**config.mk**
```make
export PLATFORM = sky130hd
export DESIGN_NAME = sprite_compositor
export DESIGN_NICKNAME = d
export VERILOG_FILES = /design/src/rtl/sprite_pkg.sv /design/src/rtl/sprite_compositor_hit.sv /design/src/rtl/sprite_compositor.sv
export SDC_FILE = /design/constraint.sdc
export NUM_CORES = 1
export LEC_CHECK = 0
export CAP_MARGIN = 5
export CORE_MARGIN = 5
export CORE_UTILIZATION = 50
export DETAILED_ROUTE_END_ITERATION = 16
export DONT_BUFFER_PORTS = 1
export SKIP_LAST_GASP = 1
export SLEW_MARGIN = 20
export SYNTH_ARGS = -nofsm -noshare
export SYNTH_HDL_FRONTEND = slang
export SYNTH_SLANG_ARGS = --single-unit
```
**constraint.sdc**
```tcl
create_clock -name Clk -period 9.52 [get_ports Clk]
set_input_delay 0 -clock Clk [delete_from_list [all_inputs] [get_ports Clk]]
set_output_delay 0 -clock Clk [all_outputs]
set_load 0.005 [all_outputs]
```
**src/rtl/sprite_pkg.sv**
```systemverilog
// Shared types and constants for the sprite compositor:
// poses, sheet origins, palette and fixed colours.
package sprite_pkg;

  typedef enum logic [2:0] {
    POSE_IDLE,
    POSE_MOVE,
    POSE_ATTACK,
    POSE_SHIELD,
    POSE_DEAD
  } pose_t;

  localparam logic [8:0] ROW_PR   = 9'd0;
  localparam logic [8:0] ROW_PL   = 9'd60;
  localparam logic [8:0] ROW_ER   = 9'd120;
  localparam logic [8:0] ROW_EL   = 9'd180;
  localparam logic [8:0] ROW_DEAD = 9'd240;

  localparam logic [8:0] COL_IDLE   = 9'd0;
  localparam logic [8:0] COL_MOVE   = 9'd40;
  localparam logic [8:0] COL_STEP   = 9'd40;
  localparam logic [8:0] COL_ATTACK = 9'd160;
  localparam logic [8:0] COL_SHIELD = 9'd200;
  localparam logic [8:0] COL_DEAD   = 9'd40;

  localparam logic [23:0] PLAT_RGB = 24'hff6347;
  localparam logic [7:0]  BG_R     = 8'h00;
  localparam logic [7:0]  BG_G     = 8'hbf;
  localparam logic [7:0]  BG_B     = 8'hff;

  function automatic logic [23:0] pal_rgb(
    input logic [4:0] idx
  );
    logic [23:0] c;
    case (idx)
      5'd0:    c = 24'hffffff;
      5'd1:    c = 24'h000000;
      5'd2:    c = 24'h323232;
      5'd3:    c = 24'h888888;
      5'd4:    c = 24'h7b100c;
      5'd5:    c = 24'hff0000;
      5'd6:    c = 24'hc58564;
      5'd7:    c = 24'h4b1400;
      5'd8:    c = 24'hbb8044;
      5'd9:    c = 24'hc58f5c;
      5'd10:   c = 24'hc99869;
      5'd11:   c = 24'hca6225;
      5'd12:   c = 24'hc25820;
      5'd13:   c = 24'hf79534;
      5'd14:   c = 24'hf9953b;
      5'd15:   c = 24'hfb9533;
      5'd16:   c = 24'hfd9737;
      5'd17:   c = 24'hf5cea1;
      5'd18:   c = 24'h80be1f;
      5'd19:   c = 24'h93db24;
      default: c = 24'h000000;
    endcase
    return c;
  endfunction

endpackage

```
**src/rtl/sprite_compositor_hit.sv**
```systemverilog
// Box hit test for one sprite; signed compare
// so boxes clipped at the left/top edge still hit.
module sprite_hit_unit #(
  parameter int HALF_W = 20,
  parameter int HALF_H = 30,
  parameter int CW     = 6,
  parameter int RW     = 6
) (
  input  logic [9:0]    x_i,
  input  logic [9:0]    y_i,
  input  logic          en_i,
  input  logic [9:0]    px_i,
  input  logic [9:0]    py_i,
  output logic          hit_o,
  output logic [CW-1:0] col_o,
  output logic [RW-1:0] row_o
);

  logic signed [11:0] px, py;
  logic signed [11:0] lo_x, hi_x;
  logic signed [11:0] lo_y, hi_y;

  assign px   = $signed({2'b00, px_i});
  assign py   = $signed({2'b00, py_i});
  assign lo_x = $signed({2'b00, x_i})
              - $signed(12'(HALF_W));
  assign hi_x = $signed({2'b00, x_i})
              + $signed(12'(HALF_W - 1));
  assign lo_y = $signed({2'b00, y_i})
              - $signed(12'(HALF_H));
  assign hi_y = $signed({2'b00, y_i})
              + $signed(12'(HALF_H - 1));

  assign hit_o = en_i
              && (px >= lo_x) && (px <= hi_x)
              && (py >= lo_y) && (py <= hi_y);
  assign col_o = CW'(px - lo_x);
  assign row_o = RW'(py - lo_y);

endmodule

```
**src/rtl/sprite_compositor.sv**
```systemverilog
// Pipelined sprite compositor: per-frame shadows, ROM
// address generation, palette select, overlap mask.
module sprite_compositor
  import sprite_pkg::*;
#(
  parameter int NUM_SPRITES = 5,
  parameter int HALF_W      = 20,
  parameter int HALF_H      = 30,
  parameter int SHEET_W     = 240,
  parameter int PAL_DEPTH   = 20,
  parameter int FRAME_DIV   = 4,
  parameter int ADDR_W      = 19
) (
  input  logic                        Clk,
  input  logic                        Reset_n,
  input  logic                        frame_start,
  input  logic                        pix_valid,
  input  logic [9:0]                  DrawX,
  input  logic [9:0]                  DrawY,
  input  logic [NUM_SPRITES-1:0][9:0] sprite_x,
  input  logic [NUM_SPRITES-1:0][9:0] sprite_y,
  input  logic [NUM_SPRITES-1:0]      sprite_en,
  input  logic [NUM_SPRITES-1:0]      sprite_dir,
  input  pose_t [NUM_SPRITES-1:0]     sprite_pose,
  input  logic                        is_platform,
  output logic [ADDR_W-1:0]           read_address,
  input  logic [4:0]                  data_Out,
  output logic [7:0]                  VGA_R,
  output logic [7:0]                  VGA_G,
  output logic [7:0]                  VGA_B,
  output logic                        rgb_valid,
  output logic [NUM_SPRITES-1:0]      overlap_mask
);

  localparam int CW   = $clog2(2 * HALF_W);
  localparam int RW   = $clog2(2 * HALF_H);
  localparam int FC_W = (FRAME_DIV > 1)
                      ? $clog2(FRAME_DIV) : 1;

  logic [NUM_SPRITES-1:0][9:0] sx_q, sy_q;
  logic [NUM_SPRITES-1:0]      sen_q, sdir_q;
  pose_t [NUM_SPRITES-1:0]     spose_q;
  logic [FC_W-1:0]             fcnt_q;
  logic                        phase_q;

  logic [NUM_SPRITES-1:0]         hit;
  logic [NUM_SPRITES-1:0][CW-1:0] col;
  logic [NUM_SPRITES-1:0][RW-1:0] row;

  for (genvar g = 0; g < NUM_SPRITES; g++) begin : g_hit
    sprite_hit_unit #(
      .HALF_W(HALF_W),
      .HALF_H(HALF_H),
      .CW    (CW),
      .RW    (RW)
    ) u_hit (
      .x_i  (sx_q[g]),
      .y_i  (sy_q[g]),
      .en_i (sen_q[g]),
      .px_i (DrawX),
      .py_i (DrawY),
      .hit_o(hit[g]),
      .col_o(col[g]),
      .row_o(row[g])
    );
  end

  logic          win_hit, win_player, win_dir;
  logic [CW-1:0] win_col;
  logic [RW-1:0] win_row;
  pose_t         win_pose;

  // Walk from the top index down so the lowest hit wins.
  always_comb begin
    win_hit    = 1'b0;
    win_player = 1'b0;
    win_dir    = 1'b0;
    win_col    = '0;
    win_row    = '0;
    win_pose   = POSE_IDLE;
    for (int i = NUM_SPRITES - 1; i >= 0; i--) begin
      if (hit[i]) begin
        win_hit    = 1'b1;
        win_player = (i == 0);
        win_dir    = sdir_q[i];
        win_col    = col[i];
        win_row    = row[i];
        win_pose   = spose_q[i];
      end
    end
  end

  logic [8:0]        rowbase, colbase;
  logic [ADDR_W-1:0] addr_d;

  always_comb begin
    if (win_pose == POSE_DEAD) rowbase = ROW_DEAD;
    else if (win_player)
      rowbase = win_dir ? ROW_PR : ROW_PL;
    else
      rowbase = win_dir ? ROW_ER : ROW_EL;
    unique case (win_pose)
      POSE_IDLE:   colbase = COL_IDLE;
      POSE_MOVE:   colbase = phase_q
                           ? COL_MOVE + COL_STEP
                           : COL_MOVE;
      POSE_ATTACK: colbase = COL_ATTACK;
      POSE_SHIELD: colbase = COL_SHIELD;
      POSE_DEAD:   colbase = COL_DEAD;
      default:     colbase = COL_IDLE;
    endcase
    addr_d = (ADDR_W'(rowbase) + ADDR_W'(win_row))
           * ADDR_W'(SHEET_W)
           + ADDR_W'(colbase) + ADDR_W'(win_col);
    if (!(pix_valid && win_hit)) addr_d = '0;
  end

  logic [NUM_SPRITES-1:0] ov, acc_d, acc_q;

  always_comb begin
    ov = '0;
    for (int i = 1; i < NUM_SPRITES; i++)
      ov[i] = pix_valid & hit[0] & hit[i];
    acc_d = frame_start ? ov : (acc_q | ov);
  end

  logic       hit1_q, plat1_q, v1_q;
  logic [6:0] dx1_q;
  logic       hit2_q, plat2_q, v2_q;
  logic [6:0] dx2_q;
  logic [23:0] rgb_d;

  always_comb begin
    rgb_d = '0;
    if (v2_q) begin
      if (plat2_q)
        rgb_d = PLAT_RGB;
      else if (hit2_q && data_Out != 5'd0
               && 32'(data_Out) < PAL_DEPTH)
        rgb_d = pal_rgb(data_Out);
      else
        rgb_d = {BG_R, BG_G, BG_B - {1'b0, dx2_q}};
    end
  end

  always_ff @(posedge Clk or negedge Reset_n) begin
    if (!Reset_n) begin
      sx_q         <= '0;
      sy_q         <= '0;
      sen_q        <= '0;
      sdir_q       <= '0;
      spose_q      <= {NUM_SPRITES{POSE_IDLE}};
      fcnt_q       <= '0;
      phase_q      <= 1'b0;
      acc_q        <= '0;
      overlap_mask <= '0;
      read_address <= '0;
      hit1_q       <= 1'b0;
      plat1_q      <= 1'b0;
      dx1_q        <= '0;
      v1_q         <= 1'b0;
      hit2_q       <= 1'b0;
      plat2_q      <= 1'b0;
      dx2_q        <= '0;
      v2_q         <= 1'b0;
      VGA_R        <= '0;
      VGA_G        <= '0;
      VGA_B        <= '0;
      rgb_valid    <= 1'b0;
    end else begin
      if (frame_start) begin
        sx_q         <= sprite_x;
        sy_q         <= sprite_y;
        sen_q        <= sprite_en;
        sdir_q       <= sprite_dir;
        spose_q      <= sprite_pose;
        overlap_mask <= acc_q;
        if (fcnt_q == FC_W'(FRAME_DIV - 1)) begin
          fcnt_q  <= '0;
          phase_q <= ~phase_q;
        end else begin
          fcnt_q <= fcnt_q + 1'b1;
        end
      end
      acc_q        <= acc_d;
      read_address <= addr_d;
      hit1_q       <= pix_valid & win_hit;
      plat1_q      <= is_platform;
      dx1_q        <= DrawX[9:3];
      v1_q         <= pix_valid;
      hit2_q       <= hit1_q;
      plat2_q      <= plat1_q;
      dx2_q        <= dx1_q;
      v2_q         <= v1_q;
      {VGA_R, VGA_G, VGA_B} <= rgb_d;
      rgb_valid    <= v2_q;
    end
  end

endmodule
```
Word level (Yosys, flattened, before mapping)
Memory sizes are Yosys's and may differ from the RTL's.
Index checks and enable logic that the tools add are counted.
{"block": "classes", "mux": 38, "addsub": 35, "order_cmp": 21, "bitwise_logic": 8, "n_reduce_logical": 25, "multipliers": 1, "eq_ne": 5}
{"operator": "$add 10x5->11 const B", "n": 10}
{"operator": "$ge 11x11->1", "n": 10}
{"operator": "$le 10x11->1", "n": 10}
{"operator": "$sub 10x5->11 const B", "n": 10}
{"operator": "$mux 24", "n": 3}
{"operator": "$mux 6", "n": 11}
{"operator": "$sub 6x6->6", "n": 10}
{"operator": "$pmux 8 s4", "n": 1}
{"operator": "$mux 8", "n": 3}
{"operator": "$logic_and 1x1->1", "n": 23}
{"operator": "$add 18x9->19", "n": 1}
{"operator": "$add 19x6->19", "n": 1}
{"operator": "$mux 19", "n": 1}
{"operator": "$mux 3", "n": 5}
{"operator": "$mul 10x4->14 const B", "n": 1}
{"operator": "$mux 1", "n": 11}
{"operator": "$add 9x6->10", "n": 1}
{"operator": "$sub 8x7->8 const A", "n": 1}
{"operator": "$mux 7", "n": 1}
{"operator": "$and 1x1->1", "n": 6}
{"operator": "$eq 3x2->1 const B", "n": 2}
{"operator": "$lt 5x5->1 const B", "n": 1}
{"operator": "$mux 5", "n": 1}
{"operator": "$or 5x5->5", "n": 1}
{"operator": "8 further kinds", "n": 8}
{"block": "totals", "regBits": 202, "mem_bits_ro": 768, "input_bits": 155, "mem_count": 1, "elab_cells": 168}
{"name": "(name not given)", "words": 32, "width": 24, "rd": 1, "rd_ports_with_merged_regs": 0, "wr": 0, "line_no": "sprite_pkg.sv:35", "text": "case (idx)"}

Longest topological paths before layout
Gate-level depths: netlist of the first run.
{"block": "depth", "depth_word": 19, "ltp_mapped": 41, "ltp_nobuf": 39}

By module
Synthesis of the first run repeated with hierarchy kept, for this count alone.
{"block": "hier_totals", "hier_cells": 1996, "hier_area_um2": 18574.1}
{"module": "sprite_compositor", "instances": 1, "area_per_inst_um2": 10019.6, "seq_area_each_um2": 5004.8, "cells_each": 878}
{"module": "sprite_hit_unit (g_hit[3].u_hit)", "instances": 1, "area_per_inst_um2": 1747.9, "seq_area_each_um2": 0.0, "cells_each": 227}
{"module": "sprite_hit_unit (g_hit[2].u_hit)", "instances": 1, "area_per_inst_um2": 1741.7, "seq_area_each_um2": 0.0, "cells_each": 230}
{"module": "sprite_hit_unit (g_hit[4].u_hit)", "instances": 1, "area_per_inst_um2": 1702.9, "seq_area_each_um2": 0.0, "cells_each": 220}
{"module": "sprite_hit_unit (g_hit[0].u_hit)", "instances": 1, "area_per_inst_um2": 1689.1, "seq_area_each_um2": 0.0, "cells_each": 222}
{"module": "sprite_hit_unit (g_hit[1].u_hit)", "instances": 1, "area_per_inst_um2": 1672.9, "seq_area_each_um2": 0.0, "cells_each": 219}

Least setup slack after synthesis of the first run
Ideal clock, no wire load.
{"block": "synth_path", "kind": "reg-to-reg", "start": "reg sy_q[32] (netlist bit)", "end": "reg read_address[16]", "required_time_ns": 9.442, "period_less_slack_ns": 8.393, "path_stages_with_launch": 40, "setup_slack_ns": 1.127, "setup_time_ns": 0.078, "t_arrival_ns": 8.315, "path_cell_list": "dfrtp_1 -> clkbuf_1 -> inv_1 -> ha_1 -> a21oi_1 -> nand2b_1 -> o21a_1 -> nand2b_1 -> xor2_1 -> ha_1 -> and2_1 -> a221o_1 -> o41ai_1 -> o311a_1 -> a211oi_1 -> o311ai_0 -> a22oi_4 -> a21o_1 -> [... 4 more ...] -> fa_1 -> inv_1 -> fa_1 -> inv_1 -> fa_1 -> inv_1 -> ha_1 -> ha_1 -> o21ai_0 -> nand2b_1 -> and2_1 -> o21ai_0 -> nor4b_1 -> and3_1 -> nand3_1 -> xnor2_1 -> nand4_1 -> a21oi_1"}
{"block": "synth_via", "elab_chain_len": 16, "elab_cells_between_ends": 42}
{"item": "start: declaration", "line_no": "sprite_compositor.sv:40", "text": "logic [NUM_SPRITES-1:0][9:0] sx_q, sy_q;"}
{"item": "start signal: assignment", "line_no": "sprite_compositor.sv:173", "text": "sy_q <= sprite_y;"}
{"item": "$sub 10x5->11", "line_no": "sprite_compositor_hit.sv:30", "text": "- $signed(12'(HALF_H));"}
{"item": "$ge 11x11->1", "line_no": "sprite_compositor_hit.sv:36", "text": "&& (py >= lo_y) && (py <= hi_y);"}
{"item": "$logic_and 1x1->1 (2 in a row)", "line_no": "sprite_compositor_hit.sv:36"}
{"item": "$mux 1 (4 in a row)", "line_no": "sprite_compositor.sv:82", "text": "if (hit[i]) begin"}
{"item": "$mux 8 or $mux 6 (tied branches)", "line_no": "sprite_compositor.sv:101, sprite_compositor.sv:99"}
{"item": "$mux 8", "line_no": "sprite_compositor.sv:98", "text": "else if (win_player)"}
{"item": "$mux 8", "line_no": "sprite_compositor.sv:97", "text": "if (win_pose == POSE_DEAD) rowbase = ROW_DEAD;"}
{"item": "$add 9x6->10", "line_no": "sprite_compositor.sv:112", "text": "addr_d = (ADDR_W'(rowbase) + ADDR_W'(win_row))"}
{"item": "$mul 10x4->14", "line_no": "sprite_compositor.sv:113", "text": "* ADDR_W'(SHEET_W)"}
{"item": "$add 18x9->19", "line_no": "sprite_compositor.sv:114", "text": "+ ADDR_W'(colbase) + ADDR_W'(win_col);"}
{"item": "$add 19x6->19", "line_no": "sprite_compositor.sv:114"}
{"item": "$mux 19 *", "line_no": "sprite_compositor.sv:115", "text": "if (!(pix_valid && win_hit)) addr_d = '0;"}
{"item": "net addr_d[16]", "line_no": "sprite_compositor.sv:94", "text": "logic [ADDR_W-1:0] addr_d;"}
{"item": "end signal: assignment", "line_no": "sprite_compositor.sv:186", "text": "read_address <= addr_d;"}
{"item": "end: declaration", "line_no": "sprite_compositor.sv:26", "text": "output logic [ADDR_W-1:0] read_address,"}
The timed path passes the listed nets; every way through them passes the cells marked *.
A chain may end at the register's enable or synchronous reset.

Worst setup path after layout of the first run
{"block": "layout_path", "start": "reg sy_q[32] (netlist bit)", "end": "reg read_address[17]"}
Same word-level chain as after synthesis.

==> out/metrics.cfg, run 1 <==
[sta]
worst_pin_slew_ns=1.05
setup_viol=0
max_freq_mhz=113
hold_viol=0
min_period_ns=8.85
relSlewSlack=0.300
hold_slack_ns=0.0157
final_max_slew_viol_count=0
timing.final.ws_setup_ns=0.675
period_share=0.929
clock_skew_ns=0.0101

[global_route]
grt_pass1_wl_um=82500
grt_pass1_vias=15300
gr-usage-all-layers=0.251
busiest_layer=met2
met2_usage=0.400
grtUsageMet3=0.0473
antenna_found_initial=5
grt_overflow=0
grtUsageMet1=0.345
grt_start_max_net_pins=201

[floorplan]
io_pins=204
floorplan.initialDensity=0.505
core_area_sq_mm=0.0364
die_h_um=202
die_w_um=202
dieArea_sq_mm=0.0407
fp-row-count=70

[synth]
synth_edf_count=0
syn_inst=2020
ys_warn_count=0
yosys.area_share.simple=0.144
yosys-top-cells-area=dfrtp_1 (27%), ha_1 (18%), xnor2_1 (5.2%)
synth_top_family_by_area=adder cells
async_flop_share=1.00
netlist_area_sq_mm=0.0184
yosys.area.top_type=dfrtp_1
yosys.area.top_type_share=0.272
synthXorXnorAreaFrac=0.0929
ys_types=95
synth_common_cells=ha_1 (264), dfrtp_1 (200), nand2_1 (156)
synth_compound_area_frac=0.184
yosys.area_share.adder=0.206
ys.flop_type=dfrtp_1
yosysMostFrequentCell=ha_1
ys_seq_area_frac=0.272
ys_ff_latch=200
synthMuxAreaShare=0.0547
avgSynthCellArea_sq_um=9.10

[final_layout]
area_growth_pct=13.7
fill_cells=3200
fin_nets=2545
drive_gt1_frac=0.0799

[run_status]
status=finished clean

[place]
dp_hpwl_um=37000
portBuffers=0
post-place-ws_ns=0.359
globalplace.congestion=0.895

[critical_path]
crit_type=reg2reg
cpMaxStageDelayCell=fa_1
worst-path-buf-inv=3
rr_worst_depth=34
startpoint=sy_q[32]$_DFFE_PN0P_
critPathTopFamily=compound AO/OA/AOI/OAI gates
r2r_setup_slack_ns=0.67
critPathArrivalTime_ns=9.23
slowest_delay_ns=0.68
cp-end-kind=flop
r2r_start=sy_q[32]$_DFFE_PN0P_
worst_ep_required_time_ns=9.91
critPathMaxFanout=8
cp-start-kind=flop
crit_cells=34

[clocking]
clockBufferDepth=2
clock_latency_ns=0.48
cts_tree=yes
numCtsBuffers=17
htreeDepth=4
cts_root_buffer=clkbuf_16
clkSlewWorstSetupHoldPaths_ns=0.09
numClockSinks=200

[min_path]
holdCritStartpoint=data_Out[1]
min_path_type=in2reg
holdPathStages=4

[pwr]
p_sw_frac=0.446
power.density_mw_per_mm2=242
power.switching_mw=2.26
p_comb_frac=0.636
clock_power_share=0.157
seqPwrFrac=0.207
cellInternalPower_mw=2.81
power_leakage_nw=9.21
ir_worst_vdd_mv=0.299

[drt]
vias=15300
dr.pass1.iters=6
via_per_inst=5.93
wirelength_um=51400
wl_per_cell_um=19.9
drt_iter0_markers=870
drt.antenna.violating_nets=0
drc_errors=0

[run]
cap_violations=0

metal layers:
layer | vias to the layer above | routed length (um)
li1 | 7446 | -
met1 | 7383 | 23500
met2 | 427 | 23700
met3 | 92 | 2730
met4 | 0 | 1440
met5 | - | 0
logic make-up (layout without fill, tap and decap cells):
group,count (synthesis),count (layout)
mux,90,90
other cells,1,5
flops,200,200
compound gates,496,496
xor+xnor,195,195
simple gates,531,531
fa+ha+maj,289,289
buf+inv,218,313
worst min-delay path, stage by stage:
cell and delay (ns):
o21ai_0 0.12, a211oi_1 0.07, a31oi_1 0.15, o31a_1 0.13
through the flow:
step,instances,utilization,area (sq um),power (mW),setup TNS [ns]
after floorplan,2021,-,18400,3.63,0
after global placement,2399,0.512,18700,4.12,0
after detailed placement,2399,0.512,18700,4.17,0
after CTS,2581,0.572,20800,5.08,0
after global routing,2587,0.574,20900,5.62,-0.0186
final,2587,0.574,20900,5.07,0
power by group through the flow:
| stage | logic [mW] | registers [mW] | clock network [mW] |
|---|---|---|---|
| floorplan | 2.63 | 0.993 | 0 |
| global placement | 3.06 | 1.06 | 0 |
| detailed placement | 3.10 | 1.07 | 0 |
| CTS | 3.21 | 1.05 | 0.817 |
| global route | 3.70 | 1.07 | 0.854 |
| finish | 3.22 | 1.05 | 0.796 |
cells in the final DEF (no fill, tap or decap), drive strengths merged, types with 17 or more instances in the layout:
cell	n
nor2b	36
o21ai	131
nand3	52
ha	264
a211oi	33
nand2b	17
mux2	84
o21a	36
dfrtp	200
nand2	156
dlygate4sd3	148
nand4	31
a21o	32
inv	119
fa	23
clkbuf	17
nor3	43
a21oi	104
xnor2	109
xor2	86
nor2	108
buf	19
registers in the layout, indices dropped and copies added, names as in the netlist, 2 cells and up:
| register | cells |
|---|---|
| spose_q | 15 |
| sen_q | 5 |
| sy_q | 50 |
| VGA_G | 8 |
| VGA_R | 8 |
| VGA_B | 8 |
| overlap_mask | 4 |
| sdir_q | 5 |
| sx_q | 50 |
| read_address | 19 |
| fcnt_q | 2 |
| acc_q | 4 |
| dx2_q | 7 |
| dx1_q | 7 |
layout make-up:
| type | instances | area (sq um) | share of cell area |
|---|---|---|---|
| diodes | 3 | 7.51 | 0.000359 |
| well taps | 468 | 586 | 0.0280 |
| inverters | 114 | 428 | 0.0205 |
| clock inverters | 15 | 205 | 0.00981 |
| repair buffers | 167 | 1680 | 0.0805 |
| multi-input cells | 1603 | 12600 | 0.601 |
| flip-flops and latches | 200 | 5010 | 0.239 |
| clock buffers | 17 | 425 | 0.0203 |
what timing repair did:
action / 4_1_cts / 5_1_grt
hold endpoints to repair: 372 / 0
resized for setup: 0 / 10
buffers inserted: 0 / 2
hold buffers: 150 / 0
endpoints found under the setup margin: 0 / 4
worst paths after layout:
path                                                   end
worst min register to register          dx2_q[0]$_DFF_PN0_
max in group asynchronous             sy_q[32]$_DFFE_PN0P_
worst max register to register  read_address[17]$_DFF_PN0_
min in group asynchronous               VGA_B[6]$_DFF_PN0_
worst min-delay path                    VGA_G[0]$_DFF_PN0_
worst max-delay path            read_address[17]$_DFF_PN0_
No activity file was read; power rests on OpenSTA's default activity.
==> inputs of run 2 (changes only) <==
==> constraint.sdc (replaced) <==
create_clock -name Clk -period 8.2 [get_ports Clk]
set_input_delay 0 -clock Clk [delete_from_list [all_inputs] [get_ports Clk]]
set_output_delay 0 -clock Clk [all_outputs]
set_load 0.005 [all_outputs]
==> run 2 against run 1 <==
Against the previous run: hold slack got worse by 0.00070 ns; cell count increased by 3.9%; critical endpoint is now read_address[16]$_DFF_PN0_; fmax increased by 12%; clock power increased by 6.2%; power increased by 40%; largest cell class unchanged; worst setup slack got worse by 0.40 ns; sequential power increased by 14%; wire length increased by 1.9%; non-clock buffer count increased by 103; global-route usage increased by 0.24 points; utilization increased by 2.7 points.
==> out/metrics.cfg, run 2 (synthesized netlist as in run 1, its figures left out) <==
[final_layout]
final_cell_mix=ha_1 (258), dfrtp_1 (198), nand2_1 (156)
fin_nets=2648
instances_no_fill=2688
final_area_sq_mm=0.0219
drive_gt1_frac=0.146
area_growth_pct=19.1
final_common_cell=ha_1
fin_util=0.601
reg.largest.list=sx_q: 50 flops, sy_q: 50 flops, read_address: 19 flops

[critical_path]
rr_worst_depth=38
critPathMaxFanout=6
startpoint=sy_q[41]$_DFFE_PN0P_
crit_cells=38
r2r_start=sy_q[41]$_DFFE_PN0P_
cp-end-kind=flop
r2r_setup_slack_ns=0.28
endpoint=read_address[16]$_DFF_PN0_
r2r_end=read_address[16]$_DFF_PN0_
worst_ep_required_time_ns=8.52
slowest_delay_ns=0.52
crit_top_cell=buf_4
critPathTopFamily=adder cells
cp-start-kind=flop
worst-path-buf-inv=7
cpMaxStageDelayCell=fa_1
crit_type=reg2reg
critPathArrivalTime_ns=8.24

[global_route]
gr-usage-all-layers=0.253
grt_start_max_net_pins=201
busiest_layer=met2
grt_overflow=0
grtUsageMet1=0.357
grtUsageMet3=0.0364
antenna_found_initial=4
grt_pass1_vias=15600
grt_pass1_wl_um=83800
met2_usage=0.409

[clocking]
numClockSinks=200
cts_tree=yes
htreeDepth=4
clockBufferDepth=2
cts_root_buffer=clkbuf_16
clkSlewWorstSetupHoldPaths_ns=0.08
clock_latency_ns=0.47
numCtsBuffers=17

[sta]
period_share=0.966
hold_viol=0
clock_skew_ns=0.0111
timing.final.ws_setup_ns=0.275
worst_pin_slew_ns=1.01
final_max_slew_viol_count=0
setup_viol=0
max_freq_mhz=126
final.setup.tns_ns=0
min_period_ns=7.92
relSlewSlack=0.322
hold_slack_ns=0.0150

[floorplan]
dieArea_sq_mm=0.0407
floorplan.initialDensity=0.505
io_pins=204
core_area_sq_mm=0.0364
die_h_um=202
die_w_um=202
fp-row-count=70

[drt]
via_per_inst=5.85
wl_per_cell_um=19.5
dr.pass1.iters=6
drt_iter0_markers=873
vias=15700
wirelength_um=52400
drt.antenna.violating_nets=0
drc_errors=0

[pwr]
cellInternalPower_mw=4.12
report.power.total_mw=7.09
seqPwrFrac=0.170
power.density_mw_per_mm2=323
power.switching_mw=2.97
p_comb_frac=0.711
ir_worst_vdd_mv=0.504
clock_power_share=0.119
power_leakage_nw=9.73
p_sw_frac=0.419

[place]
portBuffers=0
globalplace.congestion=0.886
post-place-ws_ns=-0.212
dp_hpwl_um=37800
place_area_sq_mm=0.0193
dp_cells=2486

[min_path]
min_path_type=in2reg

[run_status]
status=finished clean

[run]
cap_violations=0

==> run 2: cell count changes in the layout (fill, tap and decap cells not counted), moves of 4 or more <==
cell	previous run	this run
o21ai_1	3	7
buf_4	16	116
ha_4	0	4
a21oi_1	103	94
inv_2	0	7
o21ai_0	128	121
ha_1	264	258
inv_1	112	105
a21oi_2	1	10
==> run 2: worst min path at each step <==
stage	cells after the start	slack (ns)	start	to
after detailed placement	0	-0.29	Reset_n	VGA_R[5]$_DFF_PN0_
after global routing	3	0.05	DrawX[1]	read_address[1]$_DFF_PN0_
after floorplan	0	-0.30	Reset_n	VGA_B[0]$_DFF_PN0_
after global placement	0	-0.29	Reset_n	VGA_R[5]$_DFF_PN0_
final	5	0.02	data_Out[3]	VGA_B[2]$_DFF_PN0_
after CTS	5	0.002	data_Out[3]	VGA_B[2]$_DFF_PN0_
==> run 2: layout make-up <==
type,count,area [sq um]
flip-flops and latches,200,5010
clock inverters,12,106
inverters,114,432
repair buffers,270,2470
well taps,468,586
fillers,3121,14500
multi-input cells,1603,12800
clock buffers,20,457
diodes,1,2.50
==> run 2: worst reg2reg max path, delay by kind of cell (launching register included) <==
family                     cells  cell delay (ns)
adders and majority gates      8             2.61
and+or+nand+nor               11             1.94
AOI/OAI and AO/OA             10             1.61
buffers and inverters          7             0.80
DFF                            1             0.43
xor gates and xnor gates       2             0.37
==> run 2: power by group through the flow <==
stage | Clock, mW | Sequential (mW) | Combinational (mW)
detailed placement | 0 | 1.22 | 4.46
finish | 0.845 | 1.20 | 5.04
global route | 0.913 | 1.22 | 5.69
floorplan | 0 | 1.15 | 3.06
CTS | 0.867 | 1.20 | 4.66
global placement | 0 | 1.22 | 4.38
==> run 2: layer usage <==
layer,vias up,part of all wire
met5,-,0.00027
met4,4,0.021
met3,76,0.048
met2,432,0.47
met1,7576,0.47
li1,7647,-
==> run 2: what timing repair did <==
action | 4_1_cts | 5_1_grt
resized for setup | 9 | 71
hold buffers | 150 | 0
setup buffers | 1 | 17
hold endpoints to repair | 371 | 0
setup endpoints to repair | 2 | 6
pin swaps | 6 | 42
